File: src/rtl/scrod_ack_conditioner_if.sv
// Bundle of the SCROD ACK conditioner's data/control signals.
// Handshake: there is no valid/ready pair. Every signal is a level. The
// master side drives ACK_RAW, the window/hold-off lengths, CNT_SEL and CNT_CLR.
// The slave samples them on every rising clock edge and drives ACK, ACK_CNT,
// STUCK and DBG_STATE back every cycle.
interface scrod_ack_conditioner_if #(
  parameter int N_SCROD = 12
);
  logic [N_SCROD-1:0]   ACK_RAW;
  logic [3:0]           WINDOW_LEN;
  logic [7:0]           HOLDOFF_LEN;
  logic [3:0]           CNT_SEL;
  logic                 CNT_CLR;
  logic [N_SCROD-1:0]   ACK;
  logic [31:0]          ACK_CNT;
  logic [N_SCROD-1:0]   STUCK;
  // Per-channel FSM state, 2 bits per channel, channel i at [2*i +: 2]
  logic [2*N_SCROD-1:0] DBG_STATE;

  modport master (
    output ACK_RAW, WINDOW_LEN, HOLDOFF_LEN, CNT_SEL, CNT_CLR,
    input  ACK, ACK_CNT, STUCK, DBG_STATE
  );

  modport slave (
    input  ACK_RAW, WINDOW_LEN, HOLDOFF_LEN, CNT_SEL, CNT_CLR,
    output ACK, ACK_CNT, STUCK, DBG_STATE
  );
endinterface

File: src/rtl/scrod_ack_conditioner.sv
// SCROD ACK conditioner: synchronizes raw ACK lines and turns each accepted
// rising edge into a fixed-width ACK window for the trigger coincidence logic.
// It also applies a per-channel hold-off, keeps saturating hit counters and
// flags stuck-high lines.
module scrod_ack_conditioner #(
  parameter int N_SCROD      = 12,
  parameter int SYNC_STAGES  = 2,
  parameter int STUCK_CYCLES = 255
) (
  input logic                     CLK_80MHZ,
  input logic                     RESET,
  scrod_ack_conditioner_if.slave  bus
);

  localparam logic [1:0] ST_IDLE = 2'd0;
  localparam logic [1:0] ST_WIN  = 2'd1;
  localparam logic [1:0] ST_HOLD = 2'd2;

  localparam int                RUN_W   = $clog2(STUCK_CYCLES + 1);
  localparam logic [RUN_W-1:0]  RUN_MAX = RUN_W'(STUCK_CYCLES);

  logic [31:0] cnt_all [N_SCROD];
  logic [31:0] ack_cnt_q;

  genvar i;
  for (i = 0; i < N_SCROD; i++) begin : g_ch
    logic [SYNC_STAGES-1:0] sync_q;
    logic                   prev_q;
    logic                   edge_q;
    logic [1:0]             state_q, state_d;
    logic [3:0]             win_q, win_d;
    logic [7:0]             hold_q, hold_d;
    logic [31:0]            cnt_q;
    logic [RUN_W-1:0]       run_q;
    logic                   sync_out;
    logic                   accept;

    assign sync_out = sync_q[SYNC_STAGES-1];
    // Only edges that arrive while idle open a window and get counted
    assign accept   = (state_q == ST_IDLE) && edge_q;

    // Synchronizer chain and registered rising-edge detect. Both reset high,
    // so a line held high through reset does not produce a window.
    always_ff @(posedge CLK_80MHZ) begin
      if (RESET) begin
        sync_q <= '1;
        prev_q <= 1'b1;
        edge_q <= 1'b0;
      end else begin
        sync_q <= {sync_q[SYNC_STAGES-2:0], bus.ACK_RAW[i]};
        prev_q <= sync_out;
        edge_q <= sync_out & ~prev_q;
      end
    end

    // Window / hold-off FSM next-state. Lengths are captured only on entry.
    always_comb begin
      state_d = state_q;
      win_d   = win_q;
      hold_d  = hold_q;
      case (state_q)
        ST_IDLE: begin
          if (edge_q) begin
            state_d = ST_WIN;
            win_d   = (bus.WINDOW_LEN == 4'd0) ? 4'd1 : bus.WINDOW_LEN;
          end
        end
        ST_WIN: begin
          if (win_q <= 4'd1) begin
            if (bus.HOLDOFF_LEN != 8'd0) begin
              state_d = ST_HOLD;
              hold_d  = bus.HOLDOFF_LEN;
            end else begin
              state_d = ST_IDLE;
            end
          end else begin
            win_d = win_q - 4'd1;
          end
        end
        ST_HOLD: begin
          if (hold_q <= 8'd1) begin
            state_d = ST_IDLE;
          end else begin
            hold_d = hold_q - 8'd1;
          end
        end
        default: state_d = ST_IDLE;
      endcase
    end

    // FSM state registers
    always_ff @(posedge CLK_80MHZ) begin
      if (RESET) begin
        state_q <= ST_IDLE;
        win_q   <= 4'd0;
        hold_q  <= 8'd0;
      end else begin
        state_q <= state_d;
        win_q   <= win_d;
        hold_q  <= hold_d;
      end
    end

    // Accepted-edge counter: saturates, and a clear beats a same-cycle increment
    always_ff @(posedge CLK_80MHZ) begin
      if (RESET || bus.CNT_CLR) begin
        cnt_q <= 32'd0;
      end else if (accept && (cnt_q != 32'hFFFF_FFFF)) begin
        cnt_q <= cnt_q + 32'd1;
      end
    end

    // Consecutive synced-high run length, saturating at the stuck threshold
    always_ff @(posedge CLK_80MHZ) begin
      if (RESET || !sync_out) begin
        run_q <= '0;
      end else if (run_q < RUN_MAX) begin
        run_q <= run_q + 1'b1;
      end
    end

    assign cnt_all[i]              = cnt_q;
    assign bus.ACK[i]              = (state_q == ST_WIN);
    assign bus.STUCK[i]            = (run_q >= RUN_MAX);
    assign bus.DBG_STATE[2*i +: 2] = state_q;
  end

  // Registered counter readback; out-of-range selects read as zero
  always_ff @(posedge CLK_80MHZ) begin
    if (RESET) begin
      ack_cnt_q <= 32'd0;
    end else if (32'(bus.CNT_SEL) < N_SCROD) begin
      ack_cnt_q <= cnt_all[bus.CNT_SEL];
    end else begin
      ack_cnt_q <= 32'd0;
    end
  end

  assign bus.ACK_CNT = ack_cnt_q;

endmodule
File: src/flat_wrapper.sv
// flat-port wrapper written by rule: the top's interface ports become plain ports
module scrod_ack_conditioner_flat 
#(
  parameter int N_SCROD      = 12,
  parameter int SYNC_STAGES  = 2,
  parameter int STUCK_CYCLES = 255
)
  (CLK_80MHZ, RESET, bus_ACK_RAW, bus_WINDOW_LEN, bus_HOLDOFF_LEN, bus_CNT_SEL, bus_CNT_CLR, bus_ACK, bus_ACK_CNT, bus_STUCK, bus_DBG_STATE);
  scrod_ack_conditioner_if #(.N_SCROD(N_SCROD)) bus_i ();
  input logic CLK_80MHZ;
  input logic RESET;
  input wire logic [$bits(bus_i.ACK_RAW)-1:0] bus_ACK_RAW;
  input wire logic [$bits(bus_i.WINDOW_LEN)-1:0] bus_WINDOW_LEN;
  input wire logic [$bits(bus_i.HOLDOFF_LEN)-1:0] bus_HOLDOFF_LEN;
  input wire logic [$bits(bus_i.CNT_SEL)-1:0] bus_CNT_SEL;
  input wire logic [$bits(bus_i.CNT_CLR)-1:0] bus_CNT_CLR;
  output wire logic [$bits(bus_i.ACK)-1:0] bus_ACK;
  output wire logic [$bits(bus_i.ACK_CNT)-1:0] bus_ACK_CNT;
  output wire logic [$bits(bus_i.STUCK)-1:0] bus_STUCK;
  output wire logic [$bits(bus_i.DBG_STATE)-1:0] bus_DBG_STATE;
  assign bus_i.ACK_RAW = bus_ACK_RAW;
  assign bus_i.WINDOW_LEN = bus_WINDOW_LEN;
  assign bus_i.HOLDOFF_LEN = bus_HOLDOFF_LEN;
  assign bus_i.CNT_SEL = bus_CNT_SEL;
  assign bus_i.CNT_CLR = bus_CNT_CLR;
  assign bus_ACK = bus_i.ACK;
  assign bus_ACK_CNT = bus_i.ACK_CNT;
  assign bus_STUCK = bus_i.STUCK;
  assign bus_DBG_STATE = bus_i.DBG_STATE;
  scrod_ack_conditioner #(.N_SCROD(N_SCROD), .SYNC_STAGES(SYNC_STAGES), .STUCK_CYCLES(STUCK_CYCLES)) u_core (.CLK_80MHZ(CLK_80MHZ), .RESET(RESET), .bus(bus_i));
endmodule
File: config.mk
export PLATFORM = sky130hd
export DESIGN_NAME = scrod_ack_conditioner_flat
export DESIGN_NICKNAME = d
export VERILOG_FILES = /design/src/rtl/scrod_ack_conditioner_if.sv /design/src/rtl/scrod_ack_conditioner.sv /design/src/flat_wrapper.sv
export SDC_FILE = /design/constraint.sdc
export NUM_CORES = 2
export LEC_CHECK = 0
export CAP_MARGIN = 0
export CELL_PAD_IN_SITES_DETAIL_PLACEMENT = 0
export CELL_PAD_IN_SITES_GLOBAL_PLACEMENT = 2
export CORE_ASPECT_RATIO = 1.4
export CORE_MARGIN = 2
export CORE_UTILIZATION = 39
export DETAILED_ROUTE_END_ITERATION = 16
export GPL_ROUTABILITY_DRIVEN = 1
export HOLD_SLACK_MARGIN = 0.06
export PLACE_DENSITY_LB_ADDON = 0.1
export SYNTH_ARGS = -nofsm -noshare
export SYNTH_HDL_FRONTEND = slang
export SYNTH_SLANG_ARGS = --single-unit
File: constraint.sdc
create_clock -name CLK_80MHZ -period 2.8 [get_ports CLK_80MHZ]
set_input_delay 0.56 -clock CLK_80MHZ [delete_from_list [all_inputs] [get_ports CLK_80MHZ]]
set_output_delay 0.56 -clock CLK_80MHZ [all_outputs]
set_load 0.03 [all_outputs]
==> key figures <==
Worst setup path
  • Crit-path max FO: 5
  • Critical path arrival: between 2000 and 2500 ps
  • Crit-path max cell delay: 370 ps
  • Critical Path End Type: output pin
  • Worst EP required: 2240 ps
  • Crit-path slowest cell: dfxtp_1
  • Crit path cell chain: ha_2 > and4_2 > nand4_1 > inv_1 > clkdlybuf4s15_2
  • Critical path launch point type: flop
  • Critical path type: reg -> out

STA
  • Final worst path period share: 0.956
  • Final number of setup-violating endpoints: 0
  • Achievable frequency: 0.374 GHz
  • Max-slew violation count: 0
  • Max-slew headroom: 0.354
  • Worst Skew: roughly 23 ps
  • Fin. Hold Viols: 0
  • Tmin final: 2680 ps
  • Setup tns final: 0 ps
  • Post-route setup slack: 124 ps
  • RSZ-0062 raised after global routing: no
  • Worst-margin pin slew: 963 ps

Global route
  • Pin count of the biggest net entering global routing: 144
  • Vias in the first global route: 33.8k
  • First-pass GRT wire length: 198,000 um
  • All-Layer GR Usage: 0.246
  • Initial antenna violation count: 1
  • Total congestion overflow: 0

Synthesis
  • Register area share after synthesis: 0.377
  • Main combinational cell family by area after synthesis: simple AND/OR/NAND/NOR gates
  • Cell Area, Synth: 38,600 sq um
  • Post-synthesis mux area share: 0.0773
  • EDFF count, synth: 0
  • Synthesized area per cell: 8.34 sq um
  • Post-synthesis xor/xnor area fraction: 0.0311
  • Netlist cell types: 84
  • Syn. warnings: 0
  • Syn Inst Count: 4,632
  • Main synth FF type: dfxtp_1
  • Synth Area in Adders: 0.0233
  • Async S/R FF share, synth: 0
  • Seq cells post-synth: 728
  • Compound-Gate Fraction of Synth Area: 0.172
  • Syn nets: 4,735
  • Simple-gate share of the synthesized area: 0.281

Placed design
  • Hpwl dp: 93,300 um
  • Gpl congestion: 0.867
  • Port-buffer cells: 110
  • Post-placement cell count: around 6.0k
  • Setup WS pre-CTS: 18.9 ps

Drt
  • Drt total wl: around 130,000 um
  • 1st-iter DRT viols: 2,398
  • DRC Markers: 0
  • Vias: 35.4k
  • Routed len/inst: 20.6 um
  • Pre-antenna DRT Iters: 6
  • Vias per cell: 5.73
  • Final ANT Viol Nets: 0

Worst hold path
  • Hold Crit Class: in -> reg

Clock network
  • # clock sinks: 728
  • Maximum root-to-sink buffer count: 3
  • H-tree depth: 3
  • # resized after CTS: 24
  • Clk Latency, worst-skew pair: between 600 and 700 ps
  • Root buffer cell: clkbuf_16
  • Num CTS Buffers: 82
  • CTS Hold Bufs: 0
  • Postcts setup bufs: 0
  • Clock transition at path regs: 60 ps
  • CTS tree: done

Status
  • Status: finished clean

Cells and area
  • Cell Count, Final, Fillers Out: 6,182
  • Filler cells: 9,781
  • Nets: 4,906
  • Area growth from synthesis to layout: 17.1%
  • Fraction of layout cells with a size suffix above 1: 0.128

Floorplanning
  • Placeable Area: 98,200 sq um
  • Die width: 270 um
  • Total die area: 102,000 sq um
  • Chip height: approximately 380 um
  • Site Rows: around 140
  • Ports: 111
  • Initial Utilization: 0.394

Pwr
  • Leak Pwr: 15.2 nW
  • Power Dens Cells: 508 nW/um^2
  • Overall Power: 23.0 mW
  • Max VDD drop: 514 uV

Run
  • Max cap viols: 0
## metal layers
metal / track usage / up-vias / wire (um)
met5: 0 / - / 0
met4: 0.0891 / 0 / 4300
met3: 0.0287 / 198 / 4480
met2: 0.445 / 654 / 64600
met1: 0.298 / 17100 / 54000
li1: - / 17500 / -
## cell type report
type / instances / area (sq um) / area share
Sequential cell: 728 / 14600 / 0.322
Multi-Input combinational cell: 3523 / 22700 / 0.501
Clock inverter: 28 / 353 / 0.00780
Tap cell: 1311 / 1640 / 0.0363
Antenna cell: 1 / 2.50 / 0.0000553
Inverter: 125 / 469 / 0.0104
Clock buffer: 123 / 2460 / 0.0543
Timing Repair Buffer: 343 / 3100 / 0.0685
## per-stage QoR
step                      instance area [sq um]   util  hold slack, ps
after floorplan                           38600      -             368
after global placement                    42500  0.432             370
after detailed placement                  42500  0.432             376
after CTS                                 45200  0.461             200
after global routing                      45200  0.461             238
final                                     45200  0.461             232
## cells in the mapped netlist, types with 11 or more instances
cell,count,area share
or2_2,97,0.016
or4_1,116,0.023
a31o_2,11,0.0025
nand3_1,154,0.020
nand4_1,134,0.022
buf_2,28,0.0036
o32ai_1,24,0.0054
dfxtp_1,728,0.38
a21oi_1,468,0.061
nand2_1,344,0.033
a211oi_1,48,0.0093
a31oi_1,20,0.0032
nor2_1,482,0.047
o32a_1,11,0.0028
o31a_1,15,0.0034
nor3b_1,25,0.0049
o31ai_1,90,0.017
ha_1,72,0.023
nor4_1,59,0.0096
o211ai_1,35,0.0068
nor2b_1,23,0.0037
mux4_2,95,0.055
buf_1,17,0.0017
nand2b_1,94,0.015
o21ai_0,280,0.036
and3_1,48,0.0078
nor3_1,113,0.015
xnor2_1,96,0.022
xor2_1,41,0.0093
clkbuf_1,209,0.020
mux2i_1,82,0.021
nor4b_1,18,0.0041
and4_1,52,0.012
a211o_1,11,0.0025
inv_1,125,0.012
o2111ai_1,13,0.0029
and2_1,37,0.0060
or3_1,183,0.030
## sequential cells by signal, summed over array words and instances, names as in the netlist
register / cells
u_core.g_ch.edge_q: 12
u_core.g_ch.prev_q: 12
u_core.g_ch.hold_q: 96
u_core.bus.ACK_CNT: 32
u_core.g_ch.run_q: 96
u_core.g_ch.win_q: 48
u_core.g_ch.cnt_q: 384
u_core.g_ch.state_q: 24
u_core.g_ch.sync_q: 24
## cells by family after synthesis
family,after synthesis
multiplexers,178
AND/OR/NAND/NOR,2030
AO/OA/AOI/OAI,1106
flip-flops,728
XOR/XNOR,137
adder cells (fa/ha/maj),72
buffers and inverters,381
## cells in the final DEF (no fill, tap or decap), types with 24 or more instances in the layout
cell             count
and4_1              51
and2_1              37
nand3_1            154
buf_4              213
and3_1              48
a211oi_1            48
a21oi_1            468
o211ai_1            35
inv_1              125
o32ai_1             24
xor2_1              41
or2_2               96
nand2_1            344
o31ai_1             90
mux4_2              95
nor3_1             111
ha_1                71
xnor2_1             96
nand4_1            134
or3_1              183
clkdlybuf4s50_1     85
nor4_1              57
mux2i_1             82
dfxtp_1            728
o21ai_0            280
or4_1              116
nand2b_1            93
clkbuf_16           83
nor2_1             480
## worst paths after layout
kind	from	endpoint	slack (ps)	depth (start not counted)
setup / recovery	u_core.g_ch[6].run_q[0]$_SDFFE_PP0N_	bus_STUCK[6]	120	5
hold / removal	RESET	u_core.g_ch[1].state_q[0]$_SDFFE_PP0P_	230	2
setup reg to reg	u_core.g_ch[3].cnt_q[5]$_SDFFE_PP0P_	u_core.g_ch[3].cnt_q[23]$_SDFFE_PP0P_	180	6
hold reg to reg	u_core.g_ch[11].prev_q$_SDFF_PP1_	u_core.g_ch[11].edge_q$_SDFF_PP0_	380	1
## worst max-delay path: cells and delay by family (launching register included)
kind	cells	cell delay [ps]
fa+ha+maj	1	240
simple gates	2	440
buf+inv	2	380
flops	1	370
## power by group
group	switching [mW]	internal [mW]	leakage, nW	total, mW
logic	0.685	0.403	7.93	1.09
clock network	4.78	6.58	1.39	11.4
registers	0.0771	10.5	5.88	10.5
total	5.55	17.4	15.2	23.0
No activity file was read; power rests on OpenSTA's default activity.
